`src/rtl/prio_drain_enc.sv`:
```
// prio_drain_enc: latches request vectors into a pending set and drains
// it one index per accepted handshake. Bit 0 has the highest fixed priority.
//
// Optional build macro PRIO_DRAIN_ENC_ROTATE_EN: selection starts at a
// rotating pointer (one past the last popped index), wrapping to index 0.
// If the macro is not defined, the lowest set bit always wins.
//
// Reset is synchronous and active-low.
module prio_drain_enc #(
    parameter  int WIDTH = 8,
    localparam int IW    = $clog2(WIDTH)
) (
    input  logic             clk,
    input  logic             rst_n,
    input  logic [WIDTH-1:0] d,
    input  logic             load,
    input  logic             hold,
    output logic             any,
    output logic             out_valid,
    input  logic             out_ready,
    output logic [IW-1:0]    q,
    output logic [IW:0]      count,
    output logic             busy
);

    typedef enum logic {
        IDLE  = 1'b0,
        DRAIN = 1'b1
    } state_e;

    state_e           state_q, state_d;
    logic [WIDTH-1:0] pend_q, pend_d;
    logic [WIDTH-1:0] pop_mask;
    logic [IW-1:0]    sel_idx;
    logic             pop;
    logic             ld;

    // Index of the lowest set bit of vec. Returns 0 for an empty vector,
    // which is harmless because callers only use it while pend is non-empty.
    function automatic logic [IW-1:0] lowest_set(input logic [WIDTH-1:0] vec);
        lowest_set = '0;
        for (int i = WIDTH - 1; i >= 0; i--) begin
            if (vec[i]) begin
                lowest_set = IW'(i);
            end
        end
    endfunction

    // Request-present flag: purely combinational, ignores hold, state and reset.
    assign any = |d;

    // Handshake qualifiers. hold blocks both pop and load, freezing all state.
    assign pop = out_valid & out_ready & ~hold;
    assign ld  = load & ~hold & (|d);

    // Status outputs follow the FSM state directly.
    assign out_valid = (state_q == DRAIN);
    assign busy      = (state_q == DRAIN);

`ifdef PRIO_DRAIN_ENC_ROTATE_EN

    logic [IW-1:0]    ptr_q, ptr_d;
    logic [WIDTH-1:0] upper_mask;
    logic [WIDTH-1:0] pend_upper;

    // Rotating selection: first pending bit at or above ptr, else wrap to
    // the lowest pending bit overall.
    always_comb begin
        upper_mask = '0;
        for (int i = 0; i < WIDTH; i++) begin
            upper_mask[i] = (32'(i) >= 32'(ptr_q));
        end
        pend_upper = pend_q & upper_mask;
        sel_idx    = (|pend_upper) ? lowest_set(pend_upper) : lowest_set(pend_q);
    end

    // Pointer advances one past the popped index, modulo WIDTH.
    always_comb begin
        ptr_d = ptr_q;
        if (pop) begin
            ptr_d = (sel_idx == IW'(WIDTH - 1)) ? '0 : sel_idx + IW'(1);
        end
    end

    // Rotate pointer register; cleared by reset, frozen by hold through pop.
    always_ff @(posedge clk) begin
        if (!rst_n) begin
            ptr_q <= '0;
        end else begin
            ptr_q <= ptr_d;
        end
    end

`else

    // Fixed priority selection: lowest-index pending bit.
    always_comb begin
        sel_idx = lowest_set(pend_q);
    end

`endif

    // Presented index is forced to zero whenever nothing is valid.
    assign q = out_valid ? sel_idx : '0;

    // Next pending set: retire the popped bit, then merge any new load so a
    // same-cycle re-request of the popped bit keeps it pending.
    always_comb begin
        pop_mask = '0;
        if (pop) begin
            pop_mask = WIDTH'(1) << sel_idx;
        end
        pend_d = pend_q & ~pop_mask;
        if (ld) begin
            pend_d = pend_d | d;
        end
    end

    // FSM next state: enter DRAIN on a load, leave once the set empties.
    always_comb begin
        // NOTE: assign the default first so every path drives state_d; a
        // missing branch in always_comb would otherwise infer a latch.
        state_d = state_q;
        unique case (state_q)
            IDLE: begin
                if (ld) begin
                    state_d = DRAIN;
                end
            end
            DRAIN: begin
                if (pend_d == '0) begin
                    state_d = IDLE;
                end
            end
            default: state_d = IDLE;
        endcase
    end

    // State and pending-set registers with synchronous active-low reset.
    always_ff @(posedge clk) begin
        // NOTE: non-blocking assignments so every register samples the
        // pre-edge values of the others, independent of statement order.
        if (!rst_n) begin
            state_q <= IDLE;
            pend_q  <= '0;
        end else begin
            state_q <= state_d;
            pend_q  <= pend_d;
        end
    end

    // Population count of the pending set.
    always_comb begin
        count = '0;
        for (int i = 0; i < WIDTH; i++) begin
            count = count + (IW + 1)'(pend_q[i]);
        end
    end

    // Structural invariants: a presented index is always pending, and the
    // pending set is empty exactly when the FSM is idle.
    a_q_is_pending: assert property (@(posedge clk) disable iff (!rst_n)
        out_valid |-> (|(pend_q & (WIDTH'(1) << q))));

    a_idle_iff_empty: assert property (@(posedge clk) disable iff (!rst_n)
        ((state_q == IDLE) == (pend_q == '0)));

endmodule

```
`config.mk`:
```
export PLATFORM = sky130hd
export DESIGN_NAME = prio_drain_enc
export DESIGN_NICKNAME = d
export VERILOG_FILES = /design/src/rtl/prio_drain_enc.sv
export SDC_FILE = /design/constraint.sdc
export NUM_CORES = 1
export LEC_CHECK = 0
export ABC_AREA = 1
export BUFFER_PORTS_ARGS = -buffer_cell sky130_fd_sc_hd__buf_2
export CAP_MARGIN = 20
export CORE_MARGIN = 10
export CORE_UTILIZATION = 45
export CTS_BUF_LIST = sky130_fd_sc_hd__clkbuf_8
export DETAILED_ROUTE_END_ITERATION = 6
export PLACE_DENSITY = 0.76
export SLEW_MARGIN = 15
export SYNTH_ARGS = -nofsm -noshare
export SYNTH_HDL_FRONTEND = slang
export SYNTH_SLANG_ARGS = --single-unit
```
`constraint.sdc`:
```
create_clock -name clk -period 3 [get_ports clk]
set_input_delay 0.15 -clock clk [delete_from_list [all_inputs] [get_ports clk]]
set_output_delay 0.15 -clock clk [all_outputs]
set_load 0.005 [all_outputs]
```
# After elaboration in Yosys (flattened, before gate mapping)
# Cells that the tools add are included.
dict set report totals {
  inputBits 13
  regBits 9
}
dict set report op_classes {
  addsub 7
  muxes 14
  n_bitwise 9
  reduce_logical 2
  n_shift 1
}
# cell n
set ops {}
lappend ops {{$mux 3} 9}
lappend ops {{$add 4x1->4} 4}
lappend ops {{$mux 8} 2}
lappend ops {{$and 8x8->8} 1}
lappend ops {{$logic_not 8->1} 1}
lappend ops {{$not 8->8} 1}
lappend ops {{$or 8x8->8} 1}
lappend ops {{$reduce_or 8->1} 1}
lappend ops {{$shl 1x3->8 const A} 1}
lappend ops {{$add 3x1->4} 1}
lappend ops {{$and 1x1->1} 4}
lappend ops {{$add 2x1->3} 1}
lappend ops {{$add 1x1->2} 1}
lappend ops {{$mux 1} 2}
lappend ops {{$not 1->1} 2}
lappend ops {{$pmux 1 s2} 1}

# Depth between registers and ports, before layout
# Gate-level depths: netlist of run 1.
dict set report logic_depth {
  word_depth 17
  mapped_depth 15
  depth_no_buf 15
}

# Least setup slack after synthesis of run 1
# Ideal clock, no wire load.
dict set report synth_path {
  kind {reg2out}
  from {register pend_q[0]}
  to {output count[2]}
  path_buffers 0
  required_ns 2.850
  arrival_ns 2.559
  slack_ns 0.291
  stages_incl_launch_ff 10
  cell_sequence {dfxtp_1 > fa_1 > inv_1 > fa_1 > fa_1 > inv_1 > ha_1 > inv_1 > fa_1 > xnor2_1}
}
dict set report synth_between {
  elab_chain_cells 7
}
# item line_no
set synth_rtl {}
lappend synth_rtl {{start, declared} 32} ;# logic [WIDTH-1:0] pend_q, pend_d;
lappend synth_rtl {{start signal, assigned} 148} ;# pend_q <= pend_d;
lappend synth_rtl {{$add 1x1->2} 156} ;# count = count + (IW + 1)'(pend_q[i]);
lappend synth_rtl {{$add 2x1->3} 156}
lappend synth_rtl {{$add 3x1->4} 156}
lappend synth_rtl {{$add 4x1->4 (4 in series)} 156}
lappend synth_rtl {{end, declared} 22} ;# output logic [IW:0] count,
# Every way passes these cells.

# Worst setup path in the final report of run 1
# Same ends and word-level chain as after synthesis.

==> flow_metrics.py, run 1 <==
metrics = {
    "clock_network": {
        "root_buffer": "clkbuf_8",
        "cts_buffer_depth": 2,
        "clkTransAtPathRegs_ps": 40,
        "clk_latency_ps": 230,
        "numCtsBuffers": 3,
        "htreeDepth": 1,
        "cts.hold.buffers_added": 0,
        "cts_tree": "done",
        "cts_sinks": 9,
    },
    "routing": {
        "via_per_inst": 4.638,
        "vias": 807,
        "detail_route.iter0.violations": 32,
        "dr.max_layer_used": "met4",
        "wl_met1_um": 830,
        "firstDrtPassIters": 6,
        "wl_per_cell_um": 11.36,
        "drcViolationCount": 0,
        "wl_um": 1976,
        "ant_nets": 0,
        "dr_wl_met2_um": 995,
        "wl_met3_um": 121,
    },
    "critical_path": {
        "worstPathArrival_ps": 2950,
        "reg2reg_slack_ps": 1310,
        "critPathKind": "flip-flop to output port",
        "cp_max_fo": 2,
        "cp.required_ps": 2850,
        "cp.depth": 10,
        "reg2reg_from": "pend_q[0]",
        "cpLargestDelayFamily": "adder cells",
        "path_common_cell": "fa_1",
        "cp-end-kind": "output port",
        "worstSetupStartpointType": "flip-flop",
        "crit_path_end": "count[2]",
        "crit_start": "pend_q[0]",
        "r2r_end": "busy",
        "worstPathCellList": "fa_1 -> inv_1 -> fa_1 -> fa_1 -> inv_1 -> ha_2 -> inv_2 -> fa_1 -> xnor2_1 -> buf_2",
        "cp_slowest_cell": "fa_1",
        "r2r_cells": 13,
        "critPathBufInv": 4,
        "critPathMaxStageDelay_ps": 540,
    },
    "final_layout": {
        "fin_util": 0.5824,
        "final.fill_count": 163,
        "drive_gt1_frac": 0.3087,
        "n_antenna_cell": 0,
        "nets": 170,
        "area.growth.synth_to_final_pct": 23.64,
    },
    "pwr": {
        "leakage_nw": 0.5494,
        "ir_drop_uv": 316.1,
        "power_density_nw_per_um2": 389.8,
        "finalPower_w": 0.0003878,
    },
    "die": {
        "die_width_um": 62.28,
        "rows": 15,
        "start_util": 0.4711,
        "io_pins": 23,
        "die_y_um": 62.28,
        "core_area_um2": 1708,
        "die_area_um2": 3879,
    },
    "yosys": {
        "ys_ff_latch": 9,
        "synth_top_area_cell": "dfxtp_1",
        "ys_top_cells_by_area": "dfxtp_1 22%, nand2_1 14%, fa_1 10%",
        "syn_area_um2": 804.5,
        "synth.most_common_cell": "nand2_1",
        "synth_cell_type_count": 21,
        "synth_edf_count": 0,
        "async_reset_ff_frac": 0,
        "synth_top_area_share": 0.2240,
        "syn_inst": 123,
        "synth_nets": 143,
        "avgSynthCellArea_um2": 6.541,
        "ys_seq_area_frac": 0.2240,
        "yosys_warnings": 0,
        "synthTopCellsByCount": "31 x nand2_1, 19 x inv_1, 19 x nor2_1",
        "ys.flop_type": "dfxtp_1",
    },
    "global_route": {
        "overflow": 0,
        "grt_pass1_vias": 803,
        "track_usage": 0.1071,
        "grt_antenna_before_repair": 0,
        "grt_pass1_wl_um": 3456,
        "grt_max_degree": 10,
    },
    "sta": {
        "period_share": 1.035,
        "fin_crit_ps": 3104,
        "max_slew_margin": 0.7821,
        "setup_ws_ps": -104.1,
        "setup_violations": 2,
        "rsz0062_at_grt": "yes",
        "finClkSkew_ps": 1.454,
        "slew_viol_final": 0,
        "tightest_slew_ps": 323.9,
        "hold_viol": 0,
        "max_freq_mhz": 322.2,
    },
    "run": {
        "maxCapViolCount": 0,
    },
    "place": {
        "hpwl_um": 1729,
        "gp_congestion": 0.9090,
        "port_buffers": 22,
    },
    "worst_hold_path": {
        "hold_class": "primary input to flip-flop",
    },
    "outcome": {
        "outcome": "finished, violations left",
        "violations": "setup timing",
    },
}
## per-layer routing
metal	global-route usage	up-vias
li1	-	422
met1	0.1178	353
met2	0.1923	27
met3	0.02509	5
met4	0.04190	0
met5	0	-
## cell families after synthesis
group	Yosys count	synth area share
AOI/OAI and AO/OA	11	0.09019
xor gates and xnor gates	1	0.01089
adders and majority gates	7	0.1462
buffers and inverters	29	0.1400
DFF	9	0.2239
and+or+nand+nor	66	0.3888
## how the worst min path moves through the flow
stage | start | end | slack, ps | cells after the start
3_5_place_dp | d[2] | pend_q[2] | 460 | 3
3_3_place_gp | d[2] | pend_q[2] | 450 | 3
5_1_grt | d[2] | pend_q[2] | 230 | 3
4_1_cts | d[2] | pend_q[2] | 220 | 3
6_report | d[2] | pend_q[2] | 220 | 3
2_1_floorplan | d[2] | pend_q[2] | 320 | 2
## worst register-to-register path, stage by stage (launching register included)
cell and delay, ps:
dfxtp_2 320, buf_4 130, inv_2 70, nand2_1 110, nor2_4 140, nand3_4 100, nor2_4 100, nand2_1 50
a21oi_1 190, nand2_1 80, nor2_1 100, nand4_1 80, nand2_1 70, inv_1 30
## power breakdown
part | leakage, nW | internal [W] | total [W] | switching (W)
Clock | 0.0269 | 0.0000887 | 0.000133 | 0.0000441
Sequential | 0.0743 | 0.000127 | 0.000136 | 0.00000845
Combinational | 0.448 | 0.0000477 | 0.000119 | 0.0000715
Total | 0.549 | 0.000264 | 0.000388 | 0.000124
## final cells by class
type	instances	area, um^2	share of cell area
sequential	9	181.4	0.1824
clock buffer	3	41.29	0.04151
inverter	28	105.1	0.1057
clock inverter	1	3.754	0.003774
tap	25	31.28	0.03145
multi-input combinational	85	514.2	0.5170
timing repair buffer	23	117.6	0.1182
## stage by stage
stage | hold slack [ps] | std cells | area (um^2) | worst slack, ps | TNS [ps]
after floorplan | 319.2 | 123 | 804.5 | 291.4 | 0
after global placement | 447.6 | 169 | 938.4 | 160.8 | 0
after detailed placement | 460.3 | 169 | 938.4 | 143.6 | 0
after CTS | 217.3 | 174 | 994.7 | -104.3 | -195.2
after global routing | 234.6 | 174 | 994.7 | -217.8 | -405.9
final | 221.0 | 174 | 994.7 | -104.1 | -192.9
## sequential cells by signal, indices dropped and copies added (netlist names)
| signal | count |
|---|---|
| busy | 1 |
| pend_q | 8 |
## cell usage in the layout, fill, tap and decap left out, types with 2 or more instances in the layout
cell      synthesis  layout
nor2_4            2       2
a21boi_0          2       2
fa_1              4       4
nand2_1          31      31
inv_2             8       9
nand3_1           5       5
buf_2             0      22
nand4_1           4       4
nand2_4           2       2
inv_1            19      19
nor2_1           19      19
ha_1              3       2
dfxtp_1           9       8
a21boi_1          2       2
a21oi_1           5       5
clkbuf_8          0       3
a21oi_2           2       2
## what timing repair did
item                       in CTS  in global routing
setup endpoints to repair       2                  2
buffers inserted                1                  0
resized for setup               3                  0
Power figures use the tool's default switching activity.
==> run 2: changes to the inputs <==
--- a/config.mk
+++ b/config.mk
@@ -5,15 +5,13 @@
 export SDC_FILE = /design/constraint.sdc
 export NUM_CORES = 1
 export LEC_CHECK = 0
-export ABC_AREA = 1
 export BUFFER_PORTS_ARGS = -buffer_cell sky130_fd_sc_hd__buf_2
 export CAP_MARGIN = 20
 export CORE_MARGIN = 10
 export CORE_UTILIZATION = 45
 export CTS_BUF_LIST = sky130_fd_sc_hd__clkbuf_8
 export DETAILED_ROUTE_END_ITERATION = 6
-export PLACE_DENSITY = 0.76
-export SLEW_MARGIN = 15
+export PLACE_DENSITY = 0.77
 export SYNTH_ARGS = -nofsm -noshare
 export SYNTH_HDL_FRONTEND = slang
 export SYNTH_SLANG_ARGS = --single-unit
==> run 2 against run 1 <==
The run still ends with setup timing left. Count of clock-buffer cells in the layout did not move. Cell area fell by 7.4%. Clock skew barely moved. Global-route usage fell by 0.12 points.
==> flow_metrics.py, run 2 <==
metrics = {
    "outcome": {
        "outcome": "finished, violations left",
        "violations": "setup timing",
    },
    "global_route": {
        "overflow": 0,
        "grt_max_degree": 11,
        "grt_pass1_wl_um": 3029,
        "grt_antenna_before_repair": 0,
        "track_usage": 0.1060,
        "grt_pass1_vias": 695,
    },
    "sta": {
        "setup_ws_ps": -72.83,
        "slew_viol_final": 0,
        "fin_crit_ps": 3073,
        "setup_violations": 2,
        "fin_setup_tns_ps": -137.8,
        "rsz0062_at_grt": "yes",
        "finClkSkew_ps": 1.573,
        "max_freq_mhz": 325.4,
        "tightest_slew_ps": 666.1,
        "hold_viol": 0,
        "period_share": 1.024,
        "max_slew_margin": 0.5550,
    },
    "pwr": {
        "leakage_nw": 0.4053,
        "finalPower_w": 0.0003722,
        "power_density_nw_per_um2": 404.1,
        "ir_drop_uv": 312.1,
    },
    "critical_path": {
        "critPathKind": "flip-flop to output port",
        "cp_slowest_cell": "fa_1",
        "worstSetupStartpointType": "flip-flop",
        "cp-end-kind": "output port",
        "path_common_cell": "fa_1",
        "worstPathCellList": "fa_1 -> inv_1 -> fa_1 -> fa_1 -> inv_1 -> ha_2 -> inv_2 -> fa_1 -> xnor2_1 -> buf_2",
        "critPathMaxStageDelay_ps": 530,
        "worstPathArrival_ps": 2920,
        "cp_max_fo": 2,
        "cp.required_ps": 2850,
    },
    "die": {
        "die_y_um": 60.40,
        "io_pins": 23,
        "core_area_um2": 1524,
        "die_area_um2": 3648,
        "start_util": 0.4819,
        "rows": 14,
        "die_width_um": 60.40,
    },
    "yosys": {
        "syn_inst": 86,
        "avgSynthCellArea_um2": 8.540,
        "synth.most_common_cell": "inv_1",
        "ys_ff_latch": 9,
        "yosys_warnings": 0,
        "synth_cell_type_count": 31,
        "synthTopCellsByCount": "12 x inv_1, 10 x nor2b_1, 9 x dfxtp_1",
        "ys_seq_area_frac": 0.2453,
        "synth_top_area_cell": "dfxtp_1",
        "syn_area_um2": 734.5,
        "synth_edf_count": 0,
        "synth_top_area_share": 0.2453,
        "synth_nets": 106,
        "async_reset_ff_frac": 0,
        "ys_top_cells_by_area": "dfxtp_1 25%, fa_1 11%, nor2b_1 8.5%",
        "ys.flop_type": "dfxtp_1",
    },
    "clock_network": {
        "cts.hold.buffers_added": 0,
        "cts_sinks": 9,
        "htreeDepth": 1,
        "cts_tree": "done",
        "clkTransAtPathRegs_ps": 40,
        "clk_latency_ps": 230,
        "root_buffer": "clkbuf_8",
        "numCtsBuffers": 3,
        "cts_buffer_depth": 2,
    },
    "place": {
        "gp_congestion": 0.8546,
        "hpwl_um": 1484,
        "port_buffers": 22,
    },
    "routing": {
        "firstDrtPassIters": 4,
        "detail_route.iter0.violations": 13,
        "via_per_inst": 5.633,
        "ant_nets": 0,
        "wl_um": 1820,
        "wl_per_cell_um": 14.22,
        "drcViolationCount": 0,
        "vias": 721,
    },
    "final_layout": {
        "drive_gt1_frac": 0.3214,
        "largest_register": "pend_q",
        "layout_common_cells": "22 x buf_2, 12 x inv_1, 10 x nor2b_1",
        "n_antenna_cell": 0,
        "layout_commonest_cell": "buf_2",
        "largest_register_ffs": 8,
        "nets": 133,
        "area.growth.synth_to_final_pct": 25.38,
    },
    "run": {
        "maxCapViolCount": 0,
    },
    "worst_hold_path": {
        "hold_class": "primary input to flip-flop",
    },
}
==> run 2: cell count changes after synthesis, sizes merged, moves of 5 or more <==
cell	change
nor2b	+10
nand3	-5
inv	-15
nor2	-19
nand2	-27
a22oi	+5
==> run 2: worst max-delay path, delay by kind of cell (launching register included) <==
| family | cells | cell delay [ps] |
|---|---|---|
| xor gates and xnor gates | 1 | 130 |
| DFF | 1 | 320 |
| adders and majority gates | 5 | 1970 |
| buffers and inverters | 4 | 290 |
==> run 2: cell families after synthesis <==
family	count (synthesis)	synth area share
buf+inv	15	0.08177
xor+xnor	1	0.01193
flops	9	0.2453
fa+ha+maj	9	0.1874
compound gates	21	0.2061
simple gates	31	0.2675
==> run 2: path summary, 6_finish.rpt <==
| kind | endpoint | slack, ps | startpoint | depth (start not counted) |
|---|---|---|---|---|
| min | pend_q[6] | 180 | d[6] | 3 |
| max reg2reg | busy | 1280 | pend_q[3] | 6 |
| max | count[2] | -70 | pend_q[0] | 10 |
| min reg2reg | pend_q[6] | 570 | pend_q[6] | 2 |
==> run 2: cell type report <==
| class | instances | area, um^2 |
|---|---|---|
| inverter | 12 | 45.04 |
| tap | 16 | 20.02 |
| clock inverter | 1 | 3.754 |
| fill | 141 | 603.1 |
| clock buffer | 3 | 41.29 |
| multi-input combinational | 62 | 496.7 |
| timing repair buffer | 25 | 132.6 |
| sequential | 9 | 181.4 |
==> run 2: layer usage <==
metal / GRT usage / wire [um]
met2: 0.1706 / 864
met3: 0.03340 / 138
met5: 0 / 0
met4: 0.05128 / 53
met1: 0.1243 / 764
==> run 2: metrics by stage <==
stage | cell area (um^2) | std cells | util | hold slack (ps) | worst slack (ps)
global placement | 872.1 | 124 | 0.5723 | 418.9 | 200.2
global route | 920.9 | 128 | 0.6043 | 197.5 | -163.3
CTS | 920.9 | 128 | 0.6043 | 181.2 | -84.56
finish | 920.9 | 128 | 0.6043 | 183.5 | -72.83
detailed placement | 872.1 | 124 | 0.5723 | 422.2 | 152.8
floorplan | 734.5 | 86 | - | 278.2 | 257.0
==> run 2: power breakdown <==
part           leakage (nW)  internal, W  total (W)  switching (W)
registers            0.0742     0.000127   0.000137      0.0000102
logic                 0.304    0.0000488  0.0000974      0.0000487
clock network        0.0269    0.0000891   0.000138      0.0000484
==> run 2: what timing repair did <==
action	CTS	global route
setup buffers	0	0
gates resized for setup	3	0
setup endpoints to repair	2	2
==> run 3: changes to the inputs <==
--- a/config.mk
+++ b/config.mk
@@ -10,8 +10,10 @@
 export CORE_MARGIN = 10
 export CORE_UTILIZATION = 45
 export CTS_BUF_LIST = sky130_fd_sc_hd__clkbuf_8
+export CTS_CLUSTER_DIAMETER = 120
 export DETAILED_ROUTE_END_ITERATION = 6
 export PLACE_DENSITY = 0.77
+export RECOVER_POWER = 25
 export SYNTH_ARGS = -nofsm -noshare
 export SYNTH_HDL_FRONTEND = slang
 export SYNTH_SLANG_ARGS = --single-unit
==> run 3 against run 2 <==
The run still ends with setup timing left. Global-route usage did not move. Wire length up 0.44%. Sequential cell count unchanged. Critical path type unchanged. Largest cell class unchanged. Largest power group unchanged.
==> flow_metrics.py, run 3 (synthesis gave the netlist of run 2 again) <==
metrics = {
    "sta": {
        "setup_ws_ps": -72.85,
        "period_share": 1.024,
        "slew_viol_final": 0,
        "setup_violations": 2,
        "hold_viol": 0,
        "hold_slack_ps": 184.7,
        "max_freq_mhz": 325.4,
        "tightest_slew_ps": 670.4,
        "fin_crit_ps": 3073,
        "rsz0062_at_grt": "yes",
        "finClkSkew_ps": 1.643,
        "max_slew_margin": 0.5521,
    },
    "critical_path": {
        "worstSetupStartpointType": "flip-flop",
        "path_common_cell": "fa_1",
        "cp-end-kind": "output port",
        "cp.required_ps": 2850,
        "worstPathCellList": "fa_1 -> inv_1 -> fa_1 -> fa_1 -> inv_1 -> ha_2 -> inv_2 -> fa_1 -> xnor2_1 -> buf_2",
        "critPathMaxStageDelay_ps": 530,
        "cp_slowest_cell": "fa_1",
        "worstPathArrival_ps": 2920,
        "critPathKind": "flip-flop to output port",
        "cp_max_fo": 2,
    },
    "run": {
        "maxCapViolCount": 0,
    },
    "routing": {
        "via_per_inst": 5.586,
        "wl_um": 1828,
        "wl_per_cell_um": 14.28,
        "detail_route.iter0.violations": 13,
        "ant_nets": 0,
        "drcViolationCount": 0,
        "vias": 715,
        "firstDrtPassIters": 4,
    },
    "global_route": {
        "track_usage": 0.1060,
        "grt_pass1_wl_um": 3029,
        "grt_pass1_vias": 695,
        "grt_antenna_before_repair": 0,
        "grt_max_degree": 11,
        "overflow": 0,
    },
    "clock_network": {
        "clkTransAtPathRegs_ps": 40,
        "cts_tree": "done",
        "cts.hold.buffers_added": 0,
        "cts.repair.resized": 3,
        "numCtsBuffers": 3,
        "htreeDepth": 1,
        "clk_latency_ps": 230,
        "cts_sinks": 9,
        "cts_buffer_depth": 2,
        "postCtsSetupBuffers": 0,
        "root_buffer": "clkbuf_8",
    },
    "place": {
        "gp_congestion": 0.8546,
        "postPlaceCellArea_um2": 872.1,
        "hpwl_um": 1484,
        "port_buffers": 22,
        "dp.cells": 124,
    },
    "die": {
        "rows": 14,
        "die_y_um": 60.40,
        "die_area_um2": 3648,
        "core_area_um2": 1524,
        "io_pins": 23,
        "die_width_um": 60.40,
        "start_util": 0.4819,
    },
    "final_layout": {
        "multiInputGateArea_um2": 496.7,
        "nets": 133,
        "largest_register": "pend_q",
        "fin_util": 0.6018,
        "drive_gt1_frac": 0.2946,
        "n_antenna_cell": 0,
        "area.growth.synth_to_final_pct": 24.87,
        "layout_common_cells": "19 x buf_2, 12 x inv_1, 10 x nor2b_1",
        "final_cells": 128,
        "final.fill_count": 142,
        "register_area_um2": 181.4,
        "largest_register_ffs": 8,
        "layout_commonest_cell": "buf_2",
        "fin_area_um2": 917.1,
    },
    "outcome": {
        "outcome": "finished, violations left",
        "violations": "setup timing",
    },
    "pwr": {
        "power_density_nw_per_um2": 405.2,
        "leakage_nw": 0.3950,
        "ir_drop_uv": 312.3,
    },
    "worst_hold_path": {
        "hold_class": "primary input to flip-flop",
    },
}
[run 3: cell types whose count changed in the layout (fill, tap and decap cells not counted)]
| cell | change |
|---|---|
| clkbuf_1 | +3 |
| buf_2 | -3 |
[run 3: cell type report]
cell class                      count  area share
Tap cell                           16     0.02183
Multi-Input combinational cell     62      0.5416
Clock inverter                      1    0.004093
Timing Repair Buffer               25      0.1405
Inverter                           12     0.04911
Sequential cell                     9      0.1978
Clock buffer                        3     0.04502
[run 3: worst max-delay path, delay by kind of cell, from the launching register on]
family	cells	cell delay [ps]
xor gates and xnor gates	1	130
adders and majority gates	5	1970
buffers and inverters	4	290
DFF	1	320
[run 3: worst paths after layout]
path	startpoint	cells after the start	end	slack (ps)
setup / recovery	pend_q[0]	10	count[2]	-70
hold / removal	d[6]	3	pend_q[6]	180
setup reg to reg	pend_q[3]	6	busy	1280
hold reg to reg	pend_q[6]	2	pend_q[6]	570
[run 3: stage by stage]
step / total power (W) / setup slack, ps / TNS (ps)
4_1_cts: 0.0003754 / -84.56 / -167.0
3_5_place_dp: 0.0002362 / 152.8 / 0
5_1_grt: 0.0003997 / -163.3 / -321.1
2_1_floorplan: 0.0001987 / 257.0 / 0
6_report: 0.0003716 / -72.85 / -137.8
3_3_place_gp: 0.0002333 / 200.2 / 0
[run 3: power breakdown]
part	total (W)	switching, W	internal (W)
Sequential	0.000137	0.0000102	0.000127
Clock	0.000138	0.0000485	0.0000891
Combinational	0.0000968	0.0000487	0.0000481
[run 3: routing by layer]
layer	vias to the layer above	share of wire	global-route usage
met5	-	0	0
met3	5	0.082	0.03340
met1	333	0.42	0.1243
met2	28	0.47	0.1706
li1	349	-	-
met4	0	0.029	0.05128
